### src/rtl/csr_pkg.sv
// ============================================================================
// Module  : csr_pkg
// Purpose : Shared definitions for the machine-mode CSR write / trap unit.
//           Holds CSR addresses, writable-bit masks, interrupt cause codes,
//           the CSR op encoding, the sequencer state type and the
//           read-modify-write helper.
// Config  : CSR_VECTORED_EN -- when defined, mtvec[0] (MODE) is writable.
// Revision: 1.0 - initial release
// ============================================================================
`default_nettype none

package csr_pkg;

  // Machine-mode CSR addresses
  localparam logic [11:0] CSR_MSTATUS = 12'h300;
  localparam logic [11:0] CSR_MIE     = 12'h304;
  localparam logic [11:0] CSR_MTVEC   = 12'h305;
  localparam logic [11:0] CSR_MEPC    = 12'h341;
  localparam logic [11:0] CSR_MCAUSE  = 12'h342;
  localparam logic [11:0] CSR_MIP     = 12'h344;

  // Bit positions inside mstatus / mie / mip
  localparam int MSTATUS_MIE_BIT  = 3;
  localparam int MSTATUS_MPIE_BIT = 7;
  localparam int IRQ_MTI_BIT      = 7;
  localparam int IRQ_MEI_BIT      = 11;

  // Writable-bit masks, applied after the read-modify-write operation
  localparam logic [31:0] MSTATUS_WMASK = 32'h0000_0088;
  localparam logic [31:0] MSTATUS_MPP   = 32'h0000_1800;  // MPP reads as M-mode
  localparam logic [31:0] MIE_WMASK     = 32'h0000_0880;
`ifdef CSR_VECTORED_EN
  localparam logic [31:0] MTVEC_WMASK   = 32'hFFFF_FFFD;
`else
  localparam logic [31:0] MTVEC_WMASK   = 32'hFFFF_FFFC;
`endif
  localparam logic [31:0] MEPC_WMASK    = 32'hFFFF_FFFC;
  localparam logic [31:0] MCAUSE_WMASK  = 32'hFFFF_FFFF;

  // Interrupt cause codes (low bits of mcause)
  localparam logic [3:0] IRQ_M_TIMER = 4'd7;
  localparam logic [3:0] IRQ_M_EXT   = 4'd11;

  // funct3[1:0] operation; funct3[2] only selects the immediate source
  typedef enum logic [1:0] {
    CSR_OP_NONE = 2'b00,
    CSR_OP_W    = 2'b01,
    CSR_OP_S    = 2'b10,
    CSR_OP_C    = 2'b11
  } csr_op_e;

  typedef enum logic [1:0] {
    ST_IDLE = 2'd0,
    ST_TRAP = 2'd1,
    ST_RET  = 2'd2
  } csr_state_e;

  // Unmasked read-modify-write result; a non-CSR op leaves the value as is
  function automatic logic [31:0] csr_rmw(input csr_op_e op,
                                          input logic [31:0] old_val,
                                          input logic [31:0] src);
    logic [31:0] res;
    case (op)
      CSR_OP_W: res = src;
      CSR_OP_S: res = old_val | src;
      CSR_OP_C: res = old_val & ~src;
      default:  res = old_val;
    endcase
    return res;
  endfunction

endpackage

`default_nettype wire

### src/rtl/csr_irq_arbiter.sv
// ============================================================================
// Module  : csr_irq_arbiter
// Purpose : Combinational interrupt pending / priority / cause encoder.
// Ports   : mstatus_mie_i  global machine interrupt enable
//           mie_i          mie register contents
//           ext_irq_i      external interrupt level
//           timer_irq_i    timer interrupt level
//           commit_i       an instruction retires this cycle
//           mip_o          mip read value
//           take_o         take an interrupt at this commit
//           cause_o        cause code of the highest-priority pending irq
// Revision: 1.0 - initial release
// ============================================================================
`default_nettype none

module csr_irq_arbiter
  import csr_pkg::*;
(
  input  logic        mstatus_mie_i,
  input  logic [31:0] mie_i,
  input  logic        ext_irq_i,
  input  logic        timer_irq_i,
  input  logic        commit_i,
  output logic [31:0] mip_o,
  output logic        take_o,
  output logic [3:0]  cause_o
);

  logic [31:0] pending;

  always_comb begin
    mip_o              = '0;
    mip_o[IRQ_MEI_BIT] = ext_irq_i;
    mip_o[IRQ_MTI_BIT] = timer_irq_i;
  end

  assign pending = mip_o & mie_i;
  assign take_o  = mstatus_mie_i & (|pending) & commit_i;
  // External interrupts outrank the timer
  assign cause_o = pending[IRQ_MEI_BIT] ? IRQ_M_EXT : IRQ_M_TIMER;

endmodule

`default_nettype wire

### src/rtl/csr_write_unit.sv
// ============================================================================
// Module  : csr_write_unit
// Purpose : Machine-mode CSR writer and trap sequencer beside the WB stage.
//           Executes CSRRW/S/C(I) on mstatus, mie, mtvec, mepc, mcause, mip,
//           takes enabled interrupts at commit, handles MRET and drives a
//           one-cycle fetch redirect.
// Config  : CSR_VECTORED_EN -- mtvec MODE bit writable; MODE=1 vectors traps
//           to base + 4*cause.
// Ports   : clk, rst (async, active-low)
//           wb_csr_valid/wb_funct3/wb_csr_addr/wb_rs1_idx/wb_rs1_data  CSR op
//           wb_commit, wb_next_pc, wb_mret                         retire info
//           ext_irq, timer_irq                                     irq levels
//           csr_rdata                                   old CSR value (comb)
//           redirect_valid, redirect_pc                       fetch redirect
// Revision: 1.0 - initial release
// ============================================================================
`default_nettype none

module csr_write_unit
  import csr_pkg::*;
#(
  parameter logic [31:0] RESET_MTVEC = 32'h0000_0000
) (
  input  logic        clk,
  input  logic        rst,
  input  logic        wb_csr_valid,
  input  logic [2:0]  wb_funct3,
  input  logic [11:0] wb_csr_addr,
  input  logic [4:0]  wb_rs1_idx,
  input  logic [31:0] wb_rs1_data,
  input  logic        wb_commit,
  input  logic [31:0] wb_next_pc,
  input  logic        wb_mret,
  input  logic        ext_irq,
  input  logic        timer_irq,
  output logic [31:0] csr_rdata,
  output logic        redirect_valid,
  output logic [31:0] redirect_pc
);

  csr_state_e  state_q, state_d;
  logic        mst_mie_q, mst_mie_d;
  logic        mst_mpie_q, mst_mpie_d;
  logic [31:0] mie_q, mie_d;
  logic [31:0] mtvec_q, mtvec_d;
  logic [31:0] mepc_q, mepc_d;
  logic [31:0] mcause_q, mcause_d;
  logic [31:0] save_pc_q, save_pc_d;
  logic [3:0]  cause_q, cause_d;

  logic [31:0] mstatus_rd, mip_rd, old_val, src, new_val, trap_pc;
  logic [3:0]  irq_cause;
  logic        take, wr_en;
  csr_op_e     op;

  csr_irq_arbiter u_arb (
    .mstatus_mie_i (mst_mie_q),
    .mie_i         (mie_q),
    .ext_irq_i     (ext_irq),
    .timer_irq_i   (timer_irq),
    .commit_i      (wb_commit),
    .mip_o         (mip_rd),
    .take_o        (take),
    .cause_o       (irq_cause)
  );

  always_comb begin
    mstatus_rd                   = MSTATUS_MPP;
    mstatus_rd[MSTATUS_MIE_BIT]  = mst_mie_q;
    mstatus_rd[MSTATUS_MPIE_BIT] = mst_mpie_q;
  end

  always_comb begin
    case (wb_csr_addr)
      CSR_MSTATUS: old_val = mstatus_rd;
      CSR_MIE:     old_val = mie_q;
      CSR_MTVEC:   old_val = mtvec_q;
      CSR_MEPC:    old_val = mepc_q;
      CSR_MCAUSE:  old_val = mcause_q;
      CSR_MIP:     old_val = mip_rd;
      default:     old_val = '0;
    endcase
  end

  // Gated by rst so the read port is quiet while reset is held
  assign csr_rdata = (wb_csr_valid && rst) ? old_val : '0;

  assign op      = csr_op_e'(wb_funct3[1:0]);
  assign src     = wb_funct3[2] ? {27'b0, wb_rs1_idx} : wb_rs1_data;
  assign new_val = csr_rmw(op, old_val, src);
  // Set/clear with rs1/zimm = 0 is a pure read
  assign wr_en   = wb_csr_valid && (state_q == ST_IDLE) &&
                   !((op != CSR_OP_W) && (wb_rs1_idx == 5'd0));

  // Architectural register next-state; trap/return updates are applied
  // after the CSR write so they take precedence on shared fields.
  always_comb begin
    mst_mie_d  = mst_mie_q;
    mst_mpie_d = mst_mpie_q;
    mie_d      = mie_q;
    mtvec_d    = mtvec_q;
    mepc_d     = mepc_q;
    mcause_d   = mcause_q;
    save_pc_d  = save_pc_q;
    cause_d    = cause_q;

    if (wr_en) begin
      case (wb_csr_addr)
        CSR_MSTATUS: begin
          mst_mie_d  = new_val[MSTATUS_MIE_BIT];
          mst_mpie_d = new_val[MSTATUS_MPIE_BIT];
        end
        CSR_MIE:    mie_d    = new_val & MIE_WMASK;
        CSR_MTVEC:  mtvec_d  = new_val & MTVEC_WMASK;
        CSR_MEPC:   mepc_d   = new_val & MEPC_WMASK;
        CSR_MCAUSE: mcause_d = new_val & MCAUSE_WMASK;
        default: ;
      endcase
    end

    case (state_q)
      ST_IDLE: begin
        if (take) begin
          save_pc_d = wb_next_pc;
          cause_d   = irq_cause;
        end
      end
      ST_TRAP: begin
        mepc_d     = save_pc_q & MEPC_WMASK;
        mcause_d   = {1'b1, 27'b0, cause_q};
        mst_mpie_d = mst_mie_q;
        mst_mie_d  = 1'b0;
      end
      ST_RET: begin
        mst_mie_d  = mst_mpie_q;
        mst_mpie_d = 1'b1;
      end
      default: ;
    endcase
  end

  // State register
  always_ff @(posedge clk or negedge rst) begin
    if (!rst) begin
      state_q    <= ST_IDLE;
      mst_mie_q  <= 1'b0;
      mst_mpie_q <= 1'b0;
      mie_q      <= '0;
      mtvec_q    <= RESET_MTVEC & MTVEC_WMASK;
      mepc_q     <= '0;
      mcause_q   <= '0;
      save_pc_q  <= '0;
      cause_q    <= '0;
    end else begin
      state_q    <= state_d;
      mst_mie_q  <= mst_mie_d;
      mst_mpie_q <= mst_mpie_d;
      mie_q      <= mie_d;
      mtvec_q    <= mtvec_d;
      mepc_q     <= mepc_d;
      mcause_q   <= mcause_d;
      save_pc_q  <= save_pc_d;
      cause_q    <= cause_d;
    end
  end

  // Next-state logic: an interrupt beats a simultaneous MRET
  always_comb begin
    state_d = ST_IDLE;
    case (state_q)
      ST_IDLE: begin
        if (take)         state_d = ST_TRAP;
        else if (wb_mret) state_d = ST_RET;
        else              state_d = ST_IDLE;
      end
      default: state_d = ST_IDLE;
    endcase
  end

`ifdef CSR_VECTORED_EN
  assign trap_pc = mtvec_q[0] ? ({mtvec_q[31:2], 2'b00} + {26'b0, cause_q, 2'b00})
                              : {mtvec_q[31:2], 2'b00};
`else
  assign trap_pc = mtvec_q & 32'hFFFF_FFFC;
`endif

  // Output logic
  always_comb begin
    redirect_valid = 1'b0;
    redirect_pc    = '0;
    case (state_q)
      ST_TRAP: begin
        redirect_valid = 1'b1;
        redirect_pc    = trap_pc;
      end
      ST_RET: begin
        redirect_valid = 1'b1;
        redirect_pc    = mepc_q;
      end
      default: ;
    endcase
  end

endmodule

`default_nettype wire

### config.mk
export PLATFORM = sky130hd
export DESIGN_NAME = csr_write_unit
export DESIGN_NICKNAME = d
export VERILOG_FILES = /design/src/rtl/csr_pkg.sv /design/src/rtl/csr_irq_arbiter.sv /design/src/rtl/csr_write_unit.sv
export SDC_FILE = /design/constraint.sdc
export NUM_CORES = 1
export LEC_CHECK = 0
export BUFFER_PORTS_ARGS = -buffer_cell sky130_fd_sc_hd__buf_2
export CORE_MARGIN = 2
export CORE_UTILIZATION = 60
export CTS_CLUSTER_SIZE = 16
export DETAILED_ROUTE_END_ITERATION = 7
export PLACE_DENSITY = 0.86
export SLEW_MARGIN = 10
export SYNTH_ARGS = -nofsm -noshare
export SYNTH_HDL_FRONTEND = slang
export SYNTH_SLANG_ARGS = --single-unit
export TNS_END_PERCENT = 50
### constraint.sdc
create_clock -name clk -period 3 [get_ports clk]
set_input_delay 0.45 -clock clk [delete_from_list [all_inputs] [get_ports clk]]
set_output_delay 0.45 -clock clk [all_outputs]
set_load 0.03 [all_outputs]
==> summary.md, run 1 <==
| Metric | Value |
|---|---|
| Status | `finished, final reports clean` |
| Area contributors post-synth | `dfrtp_1, a22o_1, nand3b_1, o21ai_0, mux2_2` |
| Core area | `12,700 um^2` |
| Commonest non-fill, non-tap cell in the layout | `buf_2` |
| # hold bufs at CTS | `1` |
| R2r setup slk | `0.86 ns` |
| Post-CTS setup buffers | `0` |
| Largest fanout on the critical path | `30` |
| Remaining DRCs | `0` |
| Synthesized area | `7840 um^2` |
| DP HPWL | `about 15,000 um` |
| # setup viols final | `0` |
| Max Clock Skew | `about 0.0067 ns` |
| Setup WS pre-CTS | `0.277 ns` |
| #FFs+latches synth | `131` |
| Worst Hold End | `state_q[1]$_DFF_PN0_` |
| Post-synthesis average cell area | `9.22 um^2` |
| Starting density of the core | `61.9%` |
| Antenna viol nets, final | `0` |
| Crit path kind | `flip-flop to output pin` |
| Yosys top cell area share | `41.8%` |
| Reg2reg start | `state_q[0]$_DFF_PN0_` |
| Gr ovfl total | `0` |
| Via density | `6.32` |
| First-pass iteration count of the detailed router | `7` |
| Reg2reg end | `save_pc_q[17]$_DFFE_PN0P_` |
| # nets final | `1,070` |
| Ys async rst share | `100%` |
| Post-synth EDFFs | `0` |
| Slew HR | `around a third` |
| CTS H-tree depth | `4` |
| Final worst slack | `0.270 ns` |
| Drt total wl | `23,000 um` |
| Crit path time final | `approximately 2.7 ns` |
| Starting DRT DRC Count | `805` |
| Initial antenna violation count | `0` |
| Port buffer count | `151` |
| Fin crit share | `91.0%` |
| RSZ-0062 raised after global routing | `no` |
| Num rows | `41` |
| CTS Buffer Depth | `2` |
| Hold path start | `wb_mret` |
| Power per Cell Area | `644 nW/um^2` |
| Largest net degree at the start of global routing | `78` |
| CTS sink count | `approximately 130` |
| Diode count | `0` |
| Synth Flop Type | `dfrtp_1` |
| Worst-Margin Slew | `0.999 ns` |
| Worst reg-to-reg path cell count | `4` |
| CTS buffer count | `17` |
| Hold Path Stages | `3` |
| Area delta synth->final | `19.4%` |
| Critical Path Sink Type | `output pin` |
| Die Y | `118 um` |
| Setup TNS | `0 ns` |
| Vias in the first global route | `7,031` |
| Highest clock rate | `0.366 GHz` |
| TritonCTS clock tree | `done` |
| Worst endpoint required time | `2.55 ns` |
| Worst-path clk slew | `around 0.060 ns` |
| Yosys cell types | `62` |
| Worst-Skew Late Latency | `0.43 ns` |
| DIE WIDTH | `around 120 um` |
| Via count | `between 7,000 and 8,000` |
| Mapped Cells | `851` |
| Layout cells sized above 1 | `26.7%` |
| Yosys top cell by area | `dfrtp_1` |
| Root Buffer | `clkbuf_16` |
| Sequential share of the synthesized area | `41.8%` |
| GRT Overall Usage | `between 30% and 40%` |
| Leak | `4.05 nW` |
| Synth Warn # | `0` |
| Startpoint types | `flip-flop` |
| Peak VDD IR | `0.000418 V` |
| Routability congestion estimate | `0.908` |
| Number of max-cap violations | `0` |
| Worst Path Arrival | `~2.3 ns` |
| Post-CTS sizing | `0` |
| Drt wl/cell | `around 20 um` |
| Final-report hold violation count | `0` |
| Hold WS | `0.236 ns` |
| Commonest cells after routing, fill and taps aside | `buf_2, dfrtp_1, o21ai_0` |
| Hold/Removal Path Class | `input port to flip-flop` |
| First-pass GRT wire length | `36,900 um` |
| IO Count | `between 150 and 200` |
| Die area | `14,000 um^2` |
| Count of pins over their slew limit | `0` |
worst max-delay path by stage:
stage                               startpoint               to  slack, ns
final                     state_q[0]$_DFF_PN0_  redirect_pc[11]       0.27
after global routing            wb_csr_addr[2]    csr_rdata[11]       0.11
after CTS                       wb_csr_addr[2]    csr_rdata[11]       0.27
after detailed placement        wb_csr_addr[2]    csr_rdata[11]       0.28
after global placement          wb_csr_addr[2]    csr_rdata[11]       0.29
after floorplan                 wb_csr_addr[3]     csr_rdata[7]       0.23
synth_stat cells, types with 3 or more instances:
cell       number
nor3_1          3
o31ai_1         4
o21ai_1         5
mux2i_1         6
xnor2_1        28
mux2_2         33
buf_4           9
dfrtp_1       131
o2bb2ai_1      24
o21ai_0        85
a22oi_1        31
buf_1           7
and3_1          5
inv_1           8
o21a_1          3
or2_2           3
buf_2          14
nor2_1         73
nand3b_1       59
nand2b_1        3
a221oi_1        3
nand2_1        70
a21oi_1        34
ha_1            3
a211oi_1        3
a22o_1         57
nor2b_1        30
clkbuf_1       43
and2_1         27
nand3_1         4
xor2_1          3
per-stage QoR:
stage / instance area, um^2 / utilization, % / std cells / power [mW]
after floorplan: 7850 / - / 852 / 3.38
after global placement: 8720 / 68.8 / 1128 / 3.74
after detailed placement: 8720 / 68.8 / 1128 / 3.80
after CTS: 9370 / 73.9 / 1161 / 6.03
after global routing: 9370 / 73.9 / 1161 / 6.30
final: 9370 / 73.9 / 1161 / 6.03
critical path, cell delays in order (launching register included):
cell and delay (ns):
dfrtp_1 0.35, inv_1 0.06, ha_1 0.37, inv_1 0.11, nor2_2 0.09, buf_4 0.38
a22o_1 0.27, buf_2 0.21
layer usage:
layer	up-vias	routed length [um]	share of wire, %	GRT usage, %
li1	3311	-	-	-
met2	432	10800	47	52.3
met5	-	0	0	0
met4	0	750	3.3	13.3
met1	3507	9520	41	45.9
met3	89	1990	8.6	6.76
layout make-up:
type,count,area (um^2)
inverter,8,30.0
multi-input combinational,636,4200
fill,952,3300
clock buffer,22,484
timing repair buffer,182,1010
sequential,131,3280
tap,172,215
clock inverter,10,153
logic make-up (layout without fill, tap and decap cells):
group           count (synthesis)  in the layout  synth area share (%)
simple gates                  297            297                  20.5
other cells                     1              2                0.0478
buf+inv                        85            222                  4.98
fa+ha+maj                       3              3                 0.479
xor+xnor                       31             31                  3.46
compound gates                264            264                  23.2
mux                            39             39                  5.50
flops                         131            131                  41.8
where the power goes:
| group | switching (mW) | total [mW] | internal, mW |
|---|---|---|---|
| Combinational | 0.701 | 1.30 | 0.597 |
| Clock | 0.749 | 2.22 | 1.47 |
| Sequential | 0.306 | 2.51 | 2.21 |
flip-flops by register name (all words and copies together) (netlist names):
signal      cells
cause_q         3
mcause_q       32
mepc_q         30
mie_q           2
mst_mie_q       1
mst_mpie_q      1
mtvec_q        30
save_pc_q      30
state_q         2
No activity file was read; power rests on OpenSTA's default activity.
==> run 2, diff against run 1 <==
SYNTH_HIERARCHICAL = 1   (was default)
==> run 2 against run 1 <==
Net effect:
- non-clock buffer count grew 8
- count of clock-buffer cells in the layout grew 3
- via count grew 5.4%
- area after synthesis grew 0.37%
- total power shrank 31%
- highest routed layer unchanged
==> summary.md, run 2 <==
| Metric | Value |
|---|---|
| Largest reg by FF count | `mcause_q (unchanged)` |
| DIE WIDTH | `119 um (was 118 um)` |
| Worst endpoint required time | `2.55 ns (about the same)` |
| Via count | `7,733 (was 7,339)` |
| Die area | `14,100 um^2 (was 14,000 um^2)` |
| CTS H-tree depth | `4 (unchanged)` |
| Mapped Cells | `897 (was 851)` |
| Commonest cells after routing, fill and taps aside | `buf_2, dfrtp_1, a21oi_1 (was buf_2, dfrtp_1, o21ai_0)` |
| Post-synth EDFFs | `0 (unchanged)` |
| Number of max-cap violations | `0 (unchanged)` |
| Layout cells sized above 1 | `26.5% (was 26.7%)` |
| Synth Flop Type | `dfrtp_1 (unchanged)` |
| CP delay by family, top | `simple AND/OR/NAND/NOR gates (was buffers and inverters)` |
| First-pass iteration count of the detailed router | `6 (was 7)` |
| Slew HR | `20.8% (was 33.4%)` |
| Worst Path Arrival | `2.50 ns (was 2.28 ns)` |
| Highest clock rate | `0.339 GHz (was 0.366 GHz)` |
| Initial antenna violation count | `0 (unchanged)` |
| Post-synthesis average cell area | `8.78 um^2 (was 9.22 um^2)` |
| DP HPWL | `15,500 um (was 15,100 um)` |
| Worst-Margin Slew | `1.19 ns (was 0.999 ns)` |
| CTS Buffer Depth | `2 (unchanged)` |
| Final-report hold violation count | `0 (unchanged)` |
| TritonCTS clock tree | `done (unchanged)` |
| Starting density of the core | `61.9% (about the same)` |
| Diode count | `0 (unchanged)` |
| Drt total wl | `24,300 um (was 23,000 um)` |
| Fraction of synthesized cell area in xor and xnor cells | `0.779% (was 3.46%)` |
| CTS buffer count | `17 (unchanged)` |
| Sequential share of the synthesized area | `42.0% (was 41.8%)` |
| Reg2reg start | `state_q[1]$_DFF_PN0_ (was state_q[0]$_DFF_PN0_)` |
| R2r setup slk | `0.67 ns (was 0.86 ns)` |
| Worst reg-to-reg path cell count | `8 (was 4)` |
| CTS sink count | `132 (was 131)` |
| Crit path kind | `input port to output pin (was flip-flop to output pin)` |
| Power per Cell Area | `447 nW/um^2 (was 644 nW/um^2)` |
| Worst-Skew Late Latency | `0.43 ns (about the same)` |
| Remaining DRCs | `0 (unchanged)` |
| Reg2reg end | `mst_mie_q$_DFFE_PN0P_ (was save_pc_q[17]$_DFFE_PN0P_)` |
| Setup TNS | `0 ns (unchanged)` |
| Final Util | `72.8% (was 73.9%)` |
| Core area | `12,700 um^2 (about the same)` |
| Fin crit share | `98.4% (was 91.0%)` |
| Max reg flops | `32 (unchanged)` |
| Gr ovfl total | `0 (unchanged)` |
| Area contributors post-synth | `dfrtp_1, a21oi_1, mux2_2, a22o_1, nor2_1 (was dfrtp_1, a22o_1, nand3b_1, o21ai_0, mux2_2)` |
| Most numerous cell in the Yosys netlist | `dfrtp_1 (unchanged)` |
| Critical path launch point | `wb_csr_addr[5] (was state_q[0]$_DFF_PN0_)` |
| Crit-path cells | `buf_2 -> or3_1 -> or2_1 -> a21oi_1 -> a31oi_1 -> nor2_1 -> buf_2 (was inv_1 -> ha_1 -> inv_1 -> nor2_2 -> buf_4 -> a22o_1 -> buf_2)` |
| Largest family of logic cells by synthesized area | `compound AO/OA/AOI/OAI gates (unchanged)` |
| Worst-path clk slew | `0.05 ns (was 0.06 ns)` |
| Port buffer count | `151 (unchanged)` |
| Max Clock Skew | `0.00688 ns (was 0.00667 ns)` |
| Yosys top cell by area | `dfrtp_1 (unchanged)` |
| Slowest stage delay, CP | `0.58 ns (was 0.38 ns)` |
| Antenna viol nets, final | `0 (unchanged)` |
| Count of pins over their slew limit | `0 (unchanged)` |
| #FFs+latches synth | `132 (was 131)` |
| CP Buf/Inv Count | `2 (was 4)` |
| Drt wl/cell | `20.1 um (was 19.8 um)` |
| Critical Path Sink Type | `output pin (unchanged)` |
| Slowest-stage cell, CP | `or2_1 (was buf_4)` |
| Largest fanout on the critical path | `17 (was 30)` |
| Starting DRT DRC Count | `1,118 (was 805)` |
| Synth Warn # | `6 (was 0)` |
| Largest net degree at the start of global routing | `133 (was 78)` |
| Die Y | `119 um (was 118 um)` |
| Peak VDD IR | `0.000393 V (was 0.000418 V)` |
| Synthesized area | `7870 um^2 (was 7840 um^2)` |
| IO Count | `156 (unchanged)` |
| Post-synthesis mux area share | `6.34% (was 5.50%)` |
| Area delta synth->final | `17.6% (was 19.4%)` |
| Post-synth top cells | `dfrtp_1, a21oi_1, nor2_1, nand2_1, clkbuf_1 (was dfrtp_1, o21ai_0, nor2_1, nand2_1, nand3b_1)` |
| Hold/Removal Path Class | `input port to async pin (was input port to flip-flop)` |
| Synth Area in Compound Gates | `25.2% (was 23.2%)` |
| Leak | `4.45 nW (was 4.05 nW)` |
| Via density | `6.42 (was 6.32)` |
| Ys async rst share | `100% (unchanged)` |
| Routability congestion estimate | `0.942 (was 0.908)` |
| GRT Overall Usage | `35.3% (was 33.5%)` |
| First-pass GRT wire length | `38,900 um (was 36,900 um)` |
| Startpoint types | `input port (was flip-flop)` |
| Synth Area in Adders | `0.477% (was 0.479%)` |
| RSZ-0062 raised after global routing | `no (unchanged)` |
| Yosys cell types | `62 (unchanged)` |
| Root Buffer | `clkbuf_16 (unchanged)` |
| Crit path time final | `2.95 ns (was 2.73 ns)` |
| Post-Synth Simple-Gate Area | `16.9% (was 20.5%)` |
| # setup viols final | `0 (unchanged)` |
| Num rows | `41 (unchanged)` |
| Cell mode on critical path | `buf_2 (was inv_1)` |
| Vias in the first global route | `7,636 (was 7,031)` |
| Status | `finished, final reports clean (unchanged)` |
| # nets final | `1,115 (was 1,070)` |
| Yosys top cell area share | `42.0% (was 41.8%)` |
| Commonest non-fill, non-tap cell in the layout | `buf_2 (unchanged)` |
## run 2: changes by cell type after synthesis, sizes merged, moves of 27 or more
cell	before	now
a21oi	34	123
nor2	73	103
nand3	4	36
nand3b	59	2
buf	32	66
o21ai	90	49
a22oi	31	4
## run 2: what timing repair did
item,CTS,global route
setup buffers,0,0
hold buffers,0,0
resized for setup,1,1
setup endpoints to repair,18,4
## run 2: through the flow
step / cells / area (um^2) / total power, mW / hold slack, ns / worst slack (ns)
finish: 1204 / 9260 / 4.14 / 0.179 / 0.0491
global route: 1204 / 9260 / 4.27 / 0.243 / 0.0484
CTS: 1204 / 9260 / 4.14 / 0.241 / 0.128
detailed placement: 1174 / 8710 / 2.21 / 0.465 / 0.136
global placement: 1174 / 8710 / 2.21 / 0.458 / 0.163
floorplan: 928 / 7990 / 2.06 / 0.154 / 0.382
## run 2: power breakdown
part	switching (mW)	total, mW	internal, mW
combinational	0.259	0.395	0.137
sequential	0.00943	1.80	1.79
clock	0.734	1.94	1.21
total	1.00	4.14	3.14
## run 2: metal layers
metal / GRT usage (%) / up-vias / wire length (um)
met5: 0 / - / 0
met4: 15.9 / 0 / 930
met3: 10.2 / 92 / 3060
met2: 54.2 / 570 / 11100
met1: 46.4 / 3623 / 9180
li1: - / 3448 / -
## run 2: cell type report
| cell class | instances | area (um^2) |
|---|---|---|
| clock inverter | 5 | 50.0 |
| sequential | 132 | 3300 |
| fill | 983 | 3460 |
| inverter | 11 | 41.3 |
| tap | 172 | 215 |
| timing repair buffer | 190 | 1090 |
| multi-input combinational | 669 | 4070 |
| clock buffer | 25 | 495 |
## run 2: worst max-delay path by stage
stage / to / slack [ns] / depth (start not counted)
2_1_floorplan: csr_rdata[12] / 0.38 / 7
3_3_place_gp: csr_rdata[4] / 0.16 / 7
3_5_place_dp: csr_rdata[4] / 0.14 / 7
4_1_cts: csr_rdata[4] / 0.13 / 7
5_1_grt: csr_rdata[4] / 0.05 / 7
6_report: csr_rdata[4] / 0.05 / 7
## run 2: kinds of logic (layout without fill, tap and decap cells)
logic type	after synthesis	count (layout)
compound gates	297	297
xor+xnor	7	7
fa+ha+maj	3	3
buf+inv	127	231
flops	132	132
mux	45	45
other cells	3	34
simple gates	283	283
==> run 3, diff against run 2 <==
ABC_AREA = 1   (was default)
CORE_UTILIZATION = 61   (was 60)
RECOVER_POWER = 100   (was default)
TNS_END_PERCENT = 5   (was 50)
==> run 3 against run 2 <==
Net effect:
- combinational power rose to 4.0 times the previous value
- non-clock buffer count down 10
- die area up 5.6%
- final cell count up 29%
- total power up 57%
- final area up 5.2%
- worst setup slack better by 0.051 ns
- critical path depth down 1
- critical path type unchanged
==> summary.md, run 3 <==
| Metric | Value |
|---|---|
| Synthesized area | `8470 um^2 (was 7870 um^2)` |
| CTS H-tree depth | `4 (unchanged)` |
| Hold WS | `0.216 ns (was 0.179 ns)` |
| Yosys top cell area share | `39.0% (was 42.0%)` |
| Routability congestion estimate | `0.972 (was 0.942)` |
| Post-CTS setup buffers | `0 (unchanged)` |
| Post-CTS sizing | `0 (was 1)` |
| Max reg flops | `32 (unchanged)` |
| Largest reg by FF count | `mcause_q (unchanged)` |
| Final worst slack | `0.100 ns (was 0.0491 ns)` |
| DIE WIDTH | `122 um (was 119 um)` |
| Ys async rst share | `100% (unchanged)` |
| Commonest cells after routing, fill and taps aside | `nand2_1, dfrtp_1, nand3_1 (was buf_2, dfrtp_1, a21oi_1)` |
| Sequential share of the synthesized area | `39.0% (was 42.0%)` |
| Crit-path cells | `dlygate4sd3_1 -> buf_4 -> nand2_1 -> buf_4 -> a21oi_1 -> clkbuf_2 (was buf_2 -> or3_1 -> or2_1 -> a21oi_1 -> a31oi_1 -> nor2_1 -> buf_2)` |
| Final-report hold violation count | `0 (unchanged)` |
| Largest net degree at the start of global routing | `67 (was 133)` |
| Area delta synth->final | `15.0% (was 17.6%)` |
| CTS Buffer Depth | `2 (unchanged)` |
| RSZ-0062 raised after global routing | `no (unchanged)` |
| Diode count | `0 (unchanged)` |
| # hold bufs at CTS | `1 (was 0)` |
| TritonCTS clock tree | `done (unchanged)` |
| Num rows | `43 (was 41)` |
| Post-synth EDFFs | `0 (unchanged)` |
| Post-synth top cells | `nand2_1, dfrtp_1, nand3_1, nor2_1, inv_1 (was dfrtp_1, a21oi_1, nor2_1, nand2_1, clkbuf_1)` |
| Peak VDD IR | `0.000407 V (was 0.000393 V)` |
| Vias in the first global route | `8,435 (was 7,636)` |
| IO Count | `156 (unchanged)` |
| Worst-Skew Late Latency | `0.42 ns (was 0.43 ns)` |
| Die area | `14,800 um^2 (was 14,100 um^2)` |
| Count of pins over their slew limit | `0 (unchanged)` |
| Highest clock rate | `0.345 GHz (was 0.339 GHz)` |
| Die Y | `122 um (was 119 um)` |
| Hold/Removal Path Class | `input port to flip-flop (was input port to async pin)` |
| Initial antenna violation count | `1 (was 0)` |
| Yosys cell types | `38 (was 62)` |
| First-pass GRT wire length | `41,400 um (was 38,900 um)` |
| # setup viols final | `0 (unchanged)` |
| Via density | `5.72 (was 6.42)` |
| Startpoint types | `input port (unchanged)` |
| Hold Path Stages | `3` |
| Core area | `13,700 um^2 (was 12,700 um^2)` |
| Largest fanout on the critical path | `23 (was 17)` |
| Drt total wl | `26,400 um (was 24,300 um)` |
| Starting density of the core | `61.7% (was 61.9%)` |
| Setup TNS | `0 ns (unchanged)` |
| Commonest non-fill, non-tap cell in the layout | `nand2_1 (was buf_2)` |
| Slowest-stage cell, CP | `dlygate4sd3_1 (was or2_1)` |
| Worst-path clk slew | `0.06 ns (was 0.05 ns)` |
| Layout cells sized above 1 | `15.0% (was 26.5%)` |
| Synth Warn # | `6 (unchanged)` |
| Worst endpoint required time | `2.55 ns (about the same)` |
| Power per Cell Area | `668 nW/um^2 (was 447 nW/um^2)` |
| Setup WS pre-CTS | `0.494 ns (was 0.136 ns)` |
| Via count | `8,856 (was 7,733)` |
| Port buffer count | `151 (unchanged)` |
| CTS sink count | `132 (unchanged)` |
| Most numerous cell in the Yosys netlist | `nand2_1 (was dfrtp_1)` |
| Synth Flop Type | `dfrtp_1 (unchanged)` |
| DP HPWL | `17,400 um (was 15,500 um)` |
| Post-synthesis average cell area | `6.89 um^2 (was 8.78 um^2)` |
| Fin crit share | `96.7% (was 98.4%)` |
| Number of max-cap violations | `0 (unchanged)` |
| Remaining DRCs | `0 (unchanged)` |
| #FFs+latches synth | `132 (unchanged)` |
| Final Util | `71.0% (was 72.8%)` |
| GRT Overall Usage | `36.3% (was 35.3%)` |
| Critical Path Sink Type | `output pin (unchanged)` |
| First-pass iteration count of the detailed router | `6 (unchanged)` |
| Crit path kind | `input port to output pin (unchanged)` |
| Cell mode on critical path | `buf_4 (was buf_2)` |
| CTS buffer count | `17 (unchanged)` |
| Total Power | `6.51 mW (was 4.14 mW)` |
| Antenna viol nets, final | `0 (unchanged)` |
| Crit path time final | `2.90 ns (was 2.95 ns)` |
| Slew HR | `20.1% (was 20.8%)` |
| Gr ovfl total | `0 (unchanged)` |
| Slowest stage delay, CP | `0.53 ns (was 0.58 ns)` |
| Root Buffer | `clkbuf_16 (unchanged)` |
| Worst reg-to-reg path cell count | `8 (unchanged)` |
| Starting DRT DRC Count | `1,075 (was 1,118)` |
| # nets final | `1,450 (was 1,115)` |
| Leak | `5.18 nW (was 4.45 nW)` |
| Max Clock Skew | `0.00514 ns (was 0.00688 ns)` |
| Worst Path Arrival | `2.45 ns (was 2.50 ns)` |
| Status | `finished, final reports clean (unchanged)` |
| Worst-Margin Slew | `1.20 ns (was 1.19 ns)` |
| Area contributors post-synth | `dfrtp_1, nand2_1, nand3_1, nor2_1, inv_1 (was dfrtp_1, a21oi_1, mux2_2, a22o_1, nor2_1)` |
| Yosys top cell by area | `dfrtp_1 (unchanged)` |
| Drt wl/cell | `17.0 um (was 20.1 um)` |
| Mapped Cells | `1,229 (was 897)` |
-- run 3: cell count changes after synthesis, moves of 19 or more --
| cell | change |
|---|---|
| nand2_1 | +355 |
| a21oi_1 | -99 |
| inv_1 | +89 |
| nand3_1 | +77 |
| a22o_1 | -46 |
| mux2_2 | -38 |
| a21boi_0 | +26 |
| o21ai_1 | +26 |
| o32a_1 | -23 |
| clkbuf_1 | -20 |
| o32ai_1 | +20 |
| o21a_1 | +19 |
-- run 3: routing by layer --
layer,part of all wire [%],vias up,wire length (um),GRT usage [%]
li1,-,4101,-,-
met1,39,4011,10200,48.5
met2,45,626,11900,56.3
met3,12,118,3140,8.43
met4,4.2,0,1100,17.0
met5,0,-,0,0
-- run 3: cells by family (layout without fill, tap and decap cells) --
family	count (synthesis)	in the layout	synth area share [%]
compound gates	200	200	15.2
fa+ha+maj	3	3	0.443
buf+inv	211	320	11.9
flops	132	132	39.0
other cells	3	34	0.133
simple gates	680	680	33.4
-- run 3: critical path, delay by kind of cell --
family,cells,cell delay [ns]
buf+inv,4,1.42
compound gates,1,0.14
simple gates,1,0.42
-- run 3: area by class of cell --
class                           count  area (um^2)
Timing Repair Buffer              180          970
Fill cell                        1160         3980
Tap cell                          180          225
Multi-Input combinational cell    917         4200
Inverter                          108          407
Sequential cell                   132         3300
Clock buffer                       20          457
Clock inverter                     12          178
-- run 3: path summary, 6_finish.rpt --
kind,from,endpoint,slack (ns)
worst min register to register,save_pc_q[21]$_DFFE_PN0P_,save_pc_q[21]$_DFFE_PN0P_,0.48
worst max register to register,state_q[1]$_DFF_PN0_,mtvec_q[9]$_DFFE_PN0P_,0.21
worst min-delay path,wb_next_pc[31],save_pc_q[31]$_DFFE_PN0P_,0.22
worst max-delay path,rst,csr_rdata[12],0.10
min in group asynchronous,rst,mst_mie_q$_DFFE_PN0P_,0.48
max in group asynchronous,rst,mtvec_q[25]$_DFFE_PN0P_,1.11
-- run 3: where the power goes --
group | total [mW] | internal [mW] | leakage [nW] | switching (mW)
Combinational | 1.57 | 0.518 | 3.25 | 1.05
Clock | 2.24 | 1.43 | 0.299 | 0.807
Sequential | 2.70 | 2.35 | 1.62 | 0.349
Total | 6.51 | 4.30 | 5.18 | 2.21
-- run 3: stage by stage --
step | instances | area (um^2)
after floorplan | 1260 | 8590
after global placement | 1516 | 9240
after detailed placement | 1516 | 9240
after CTS | 1549 | 9880
after global routing | 1549 | 9740
final | 1549 | 9740
